==> config.mk <==
export PLATFORM = sky130hd
export DESIGN_NAME = fetch_issue_unit
export DESIGN_NICKNAME = d
export VERILOG_FILES = /design/src/rtl/fetch_issue_unit_pkg.sv /design/src/rtl/fetch_issue_unit_pc_reg.sv /design/src/rtl/fetch_issue_unit.sv
export SDC_FILE = /design/constraint.sdc
export NUM_CORES = 1
export LEC_CHECK = 0
export ABC_AREA = 0
export CORE_MARGIN = 8
export CORE_UTILIZATION = 35
export DETAILED_ROUTE_END_ITERATION = 10
export SETUP_SLACK_MARGIN = 0.05
export SLEW_MARGIN = 15
export SYNTH_ARGS = -nofsm -noshare
export SYNTH_HDL_FRONTEND = slang
export SYNTH_SLANG_ARGS = --single-unit
==> constraint.sdc <==
create_clock -name clk -period 2.11 [get_ports clk]
set_input_delay 0.211 -clock clk [delete_from_list [all_inputs] [get_ports clk]]
set_output_delay 0.211 -clock clk [all_outputs]
set_load 0.1 [all_outputs]
==> src/rtl/fetch_issue_unit_pkg.sv <==
// fetch_issue_unit_pkg: ISA opcodes and fetch/issue FSM encodings shared with the control unit.
package fetch_issue_unit_pkg;
    typedef enum logic [3:0] {
        OP_MOVE = 4'b0000, OP_ADD, OP_SUB, OP_AND, OP_OR, OP_XOR, OP_SLT, OP_ADDI,
        OP_J, OP_JAL, OP_LW, OP_SW, OP_BEQ, OP_BNE, OP_LUI, OP_LI
    } opcode_e;

    typedef enum logic [2:0] {
        S_IDLE, S_FETCH, S_LATCH, S_ISSUE, S_EXEC, S_MEM_WAIT
    } state_e;

    function automatic logic is_branch(opcode_e op);
        return op == OP_BEQ || op == OP_BNE;
    endfunction

    function automatic logic is_mem(opcode_e op);
        return op == OP_LW || op == OP_SW;
    endfunction
endpackage

==> src/rtl/fetch_issue_unit_pc_reg.sv <==
// pc_reg: 8-bit program counter with load and modulo-256 increment.
module pc_reg (
    input  logic       clk,
    input  logic       rst,
    input  logic       inc,
    input  logic       load,
    input  logic [7:0] load_val,
    output logic [7:0] pc,
    output logic [7:0] pc_inc
);
    assign pc_inc = pc + 8'd1;

    always_ff @(posedge clk or posedge rst) begin
        if (rst) pc <= 8'h00;
        else if (load) pc <= load_val;
        else if (inc) pc <= pc_inc;
    end
endmodule

==> src/rtl/fetch_issue_unit.sv <==
// fetch_issue_unit: fetches, latches and issues one instruction at a time, then redirects or advances the pc.
module fetch_issue_unit
    import fetch_issue_unit_pkg::*;
(
    input  logic       clk,
    input  logic       rst,
    input  logic       run,
    output logic [7:0] imem_addr,
    output logic       imem_rd,
    input  logic [7:0] imem_data,
    output logic [7:0] instruction,
    output logic       instr_valid,
    input  logic       instr_ready,
    input  logic       branch_taken,
    input  logic [7:0] target_addr,
    input  logic       mem_done,
    output logic [7:0] link_addr,
    output logic       link_we,
    output logic       busy
);
    state_e     state;
    opcode_e    op;
    logic [7:0] pc;
    logic [7:0] pc_inc;
    logic       mem_op;
    logic       jump;
    logic       retire;

    assign op        = opcode_e'(instruction[7:4]);
    assign mem_op    = is_mem(op);
    assign jump      = op == OP_J || op == OP_JAL || (is_branch(op) && branch_taken);
    // an instruction retires on leaving EXEC, or leaving MEM_WAIT for loads/stores
    assign retire    = state == S_EXEC ? !mem_op : state == S_MEM_WAIT && mem_done;
    assign imem_addr = pc;

    pc_reg u_pc (
        .clk      (clk),
        .rst      (rst),
        .inc      (retire && !(state == S_EXEC && jump)),
        .load     (state == S_EXEC && jump),
        .load_val (target_addr),
        .pc       (pc),
        .pc_inc   (pc_inc)
    );

    always_ff @(posedge clk or posedge rst) begin
        if (rst) begin
            state       <= S_IDLE;
            instruction <= 8'h00;
            imem_rd     <= 1'b0;
            instr_valid <= 1'b0;
            link_we     <= 1'b0;
            link_addr   <= 8'h00;
            busy        <= 1'b0;
        end else begin
            imem_rd <= 1'b0;
            link_we <= 1'b0;
            case (state)
                S_IDLE: if (run) begin
                    state   <= S_FETCH;
                    imem_rd <= 1'b1;
                    busy    <= 1'b1;
                end
                S_FETCH: state <= S_LATCH;
                S_LATCH: begin
                    instruction <= imem_data;
                    instr_valid <= 1'b1;
                    state       <= S_ISSUE;
                end
                S_ISSUE: if (instr_ready) begin
                    instr_valid <= 1'b0;
                    state       <= S_EXEC;
                    // link pulse is registered here so it is high exactly during EXEC
                    if (op == OP_JAL) begin
                        link_we   <= 1'b1;
                        link_addr <= pc_inc;
                    end
                end
                S_EXEC, S_MEM_WAIT: if (retire) begin
                    state   <= run ? S_FETCH : S_IDLE;
                    imem_rd <= run;
                    busy    <= run;
                end else if (state == S_EXEC) begin
                    state <= S_MEM_WAIT;
                end
                default: state <= S_IDLE;
            endcase
        end
    end
endmodule
== Word-level counts from Yosys, hierarchy flattened ==
Cells that the tools add are included.
Word-level totals
  register bits: 31
  input port bits: 22
  output and inout port bits: 28
  word-level logic and storage cells: 63
Cells by class
  add/subtract/negate cells: 1
  equality and inequality tests: 15
  muxes and demuxes: 20
  reductions and logical operators: 19
Operators by type and width (number)
  4-bit equality test, second input constant: 6
  8-bit two-way mux: 2
  3-bit one-hot mux with 5 select lines: 1
  3-bit two-way mux: 4
  1-bit two-way mux: 10
  3-bit AND reduction: 3
  8-bit by 1-bit adder with 8-bit output, second input constant: 1
  3-bit by 2-bit equality test with 1-bit output, second input constant: 2
  3-bit equality test, second input constant: 2
  2-bit inequality test, second input constant: 3
  1-bit one-hot mux with 2 select lines: 3
  2-bit nonzero test: 3
  1-bit logical AND: 4
  1-bit logical OR: 4
  3-bit by 1-bit equality test with 1-bit output, second input constant: 1
  3-bit zero test: 1
  3-bit inequality test, second input constant: 1
  1-bit zero test: 2
  2-bit AND reduction: 1
  2-bit OR reduction: 1

== Depth between registers and ports, before layout ==
  depth after elaboration: 9
  mapped depth: 6
  gate-level depth less buffers: 5

== Modules after synthesis ==
A second synthesis with hierarchy kept.
Unflattened totals
  cell total of the unflattened synthesis: 144
  area total of the unflattened synthesis: 1617.8 sq um
Modules (own cells, without submodules)
  fetch_issue_unit: instances 1, cells each 78, area each 1067.3 sq um, seq. area each 575.6 sq um
  pc_reg: instances 1, cells each 66, area each 550.5 sq um, seq. area each 200.2 sq um

== Worst setup path before layout ==
Ideal clock, no wire load.
  path type: flip-flop to flip-flop
  start: register instruction[6]
  end: register u_pc.pc[3]
  setup time: 0.124 ns
  data arrival time: 2.270 ns
  data required time: 1.986 ns
  slack: -0.284 ns
  stages on the path, launching flop included: 6
  buffers on the path: 1
  period minus slack after synthesis: 2.394 ns
  path through: dfrtp_1 > and4bb_1 > or3_1 > clkbuf_1 > or4_1 > o221a_2
Between the ends
  longest elaborated chain between the ends: 8
  elaborated cells between the ends (all ways): 18
  those cells by class: eq/ne (6); mux (2); reduce/logical (10)
RTL lines
  from (decl): line fetch_issue_unit.sv:11  | output logic [7:0] instruction,
  from (signal assigned): line fetch_issue_unit.sv:66  | instruction <= imem_data;
  4-bit equality test: line fetch_issue_unit_pkg.sv:13  | return op == OP_BEQ || op == OP_BNE;
  1-bit logical OR: line fetch_issue_unit_pkg.sv:13
  1-bit logical AND: line fetch_issue_unit.sv:31  | assign jump = op == OP_J || op == OP_JAL || (is_branch(op) && branch_taken);
  1-bit logical OR: line fetch_issue_unit.sv:31
  1-bit logical AND: line fetch_issue_unit.sv:39, fetch_issue_unit.sv:40
  1-bit zero test: line fetch_issue_unit.sv:39  | .inc (retire && !(state == S_EXEC && jump)),
  1-bit logical AND: line fetch_issue_unit.sv:39
  2-bit nonzero test (no line)
  to (signal assigned): line fetch_issue_unit_pc_reg.sv:15  | else if (load) pc <= load_val;
  to (signal assigned): line fetch_issue_unit_pc_reg.sv:16  | else if (inc) pc <= pc_inc;
  to (decl): line fetch_issue_unit_pc_reg.sv:8  | output logic [7:0] pc,
Several ways; a longest one is shown, not always the timed one.
A chain may end at the register's enable or synchronous reset.

== Worst setup path in the final report ==
  start: register instruction[5]
  end: register u_pc.pc[2]
Same word-level chain as after synthesis.

==> flow_metrics.env <==
export IMPL_slew_headroom=0.7428
export IMPL_clock_skew_ns=0.009377
export IMPL_htreeDepth=2
export IMPL_synth_edf_count=0
export IMPL_synth_seq_cells=31
export IMPL_synthesis_area_um2=1451
export IMPL_finalHoldViolations=0
export IMPL_crit_fanout=6
export IMPL_drc_errors=0
export IMPL_cts_max_path_buffers=2
export IMPL_fin_tns_setup_ns=0
export IMPL_reg2reg_depth=4
export IMPL_hp_class="in2async"
export IMPL_overflow=0
export IMPL_rsz0062_at_grt="no"
export IMPL_cts_tree="built"
export IMPL_antennaDiodeCount=0
export IMPL_drtAntennaViolNets=0
export IMPL_synth_top_area_cell="dfrtp_1"
export IMPL_yosysWarnings=0
export IMPL_vias=1224
export IMPL_finalCritPeriodShare=0.8815
export IMPL_fp_dieH_um=80.40
export IMPL_grt_antenna_before_repair=0
export IMPL_routed_via_density=5.058
export IMPL_hold_ws_ns=0.08460
export IMPL_gr_usage_met2=0.1756
export IMPL_synth_cell_types=34
export IMPL_fp_coreArea_um2=4000
export IMPL_use_met3=0.06808
export IMPL_initial_utilization=0.3628
export IMPL_reg2reg_slack_ns=0.25
export IMPL_final_nets=214
export IMPL_r2r_start="instruction[5]"
export IMPL_die_w_um=80.40
export IMPL_grt_max_degree=31
export IMPL_drv_slew=0
export IMPL_cts_resized=0
export IMPL_register_area_um2=789.5
export IMPL_required_ns=2.34
export IMPL_drt_initial_drc_count=81
export IMPL_r2r_end="u_pc.pc[2]"
export IMPL_grt_first_pass_wirelength_um=6051
export IMPL_dieArea_um2=6463
export IMPL_place_gp_congestion=0.7729
export IMPL_cts_sinks=31
export IMPL_multi_input_area_um2=636.9
export IMPL_synthesis_nets=155
export IMPL_syn_to_final_growth_pct=45.09
export IMPL_routed_wl_um=3631
export IMPL_grt_usage=0.1199
export IMPL_busiest_layer="met2"
export IMPL_root_buffer="clkbuf_8"
export IMPL_final_common_cell="buf_4"
export IMPL_clk_pin_slew_ns=0.07
export IMPL_numPortBuffers=49
export IMPL_max_freq_ghz=0.5377
export IMPL_setup_viol=0
export IMPL_drv_cap=0
export IMPL_yosysTopAreaCellShare=0.5345
export IMPL_worstSetupPathType="reg2reg"
export IMPL_syn_inst=132
export IMPL_avgSynthCellArea_um2=11.00
export IMPL_use_met1=0.1461
export IMPL_post_cts_buffers=0
export IMPL_end_kind="flop"
export IMPL_grt_pass1_vias=1210
export IMPL_fillers=370
export IMPL_cts_made_buffers=5
export IMPL_final_layout_size_suffix_gt1_frac=0.3333
export IMPL_start_kind="flop"
export IMPL_clkLatencyLatePin_ns=0.29
export IMPL_status="finished, final reports clean"
export IMPL_cts_hold_repair_buffers=0
export IMPL_io_pins=50
export IMPL_period_needed_ns=1.860
export IMPL_async_flop_share=1.000
export IMPL_synthFlopType="dfrtp_1"
export IMPL_ys_top_cells_by_area="dfrtp_1, mux2_2, a21oi_1, nor2_1, nand2b_1"
export IMPL_ys_seq_area_frac=0.5345
export IMPL_rows=23
export IMPL_final_cell_mix="buf_4, dfrtp_1, clkdlybuf4s50_1"
export IMPL_dr_pass1_iters=4
export IMPL_tightest_slew_ns=0.3858
export IMPL_detailed_place_hpwl_um=2735
export IMPL_cp_arrival_ns=2.09
export IMPL_wl_per_cell_um=15.00
-- per-layer routing --
metal / routed length (um) / share of wire / vias up
met2: 1587 / 0.44 / 45
met1: 1599 / 0.44 / 585
met4: 34 / 0.0094 / 0
li1: - / - / 591
met5: 0 / 0 / -
met3: 409 / 0.11 / 3
-- final cells by class --
| cell class | count | area share |
|---|---|---|
| clock inverters | 2 | 0.01664 |
| inverters | 5 | 0.008913 |
| flip-flops and latches | 31 | 0.3749 |
| multi-input cells | 91 | 0.3024 |
| repair buffers | 57 | 0.2282 |
| well taps | 50 | 0.02971 |
| clock buffers | 6 | 0.03922 |
-- critical path, stage by stage (launching register included) --
cell and delay (ns):
dfrtp_4 0.49, nand2b_1 0.22, or4_1 0.65, nand2b_1 0.24, o221a_2 0.21
-- worst max-delay path by stage --
stage          cells past startpoint  slack (ns)           start    endpoint
2_1_floorplan                      5        0.04  instruction[5]  u_pc.pc[3]
3_3_place_gp                       5        0.21        mem_done  u_pc.pc[3]
3_5_place_dp                       5        0.19        mem_done  u_pc.pc[3]
4_1_cts                            4        0.25  instruction[5]  u_pc.pc[2]
5_1_grt                            4        0.15  instruction[5]  u_pc.pc[2]
6_report                           4        0.25  instruction[5]  u_pc.pc[2]
-- synthesized netlist by cell type, types with 3 or more instances --
cell type / n
xnor2_1: 4
mux2_2: 9
nor2b_1: 3
dfrtp_1: 31
a22oi_1: 4
o21ai_1: 4
nor2_1: 12
nand2_1: 6
clkbuf_1: 4
or3_1: 3
o221a_2: 3
nand2b_1: 6
inv_1: 5
a21oi_1: 12
-- through the flow --
stage	instances	worst slack (ns)	instance area [um^2]	util
2_1_floorplan	132	0.04435	1465	-
3_3_place_gp	234	0.2104	1988	0.4970
3_5_place_dp	234	0.1878	1988	0.4970
4_1_cts	242	0.2464	2106	0.5264
5_1_grt	242	0.1504	2106	0.5264
6_report	242	0.2501	2106	0.5264
-- cells by family (layout without fill, tap and decap cells) --
kind of cell               Yosys count  count (layout)  synth area share
buffers and inverters               10              70           0.02672
DFF                                 31              31            0.5345
and+or+nand+nor                     41              41            0.1707
adders and majority gates            1               1          0.008619
xor gates and xnor gates             6               6           0.03621
AOI/OAI and AO/OA                   34              34            0.1535
muxes                                9               9           0.06983
Power is not shown: default switching activity piles up to over one toggle a cycle in this logic, so the estimate is an artifact.
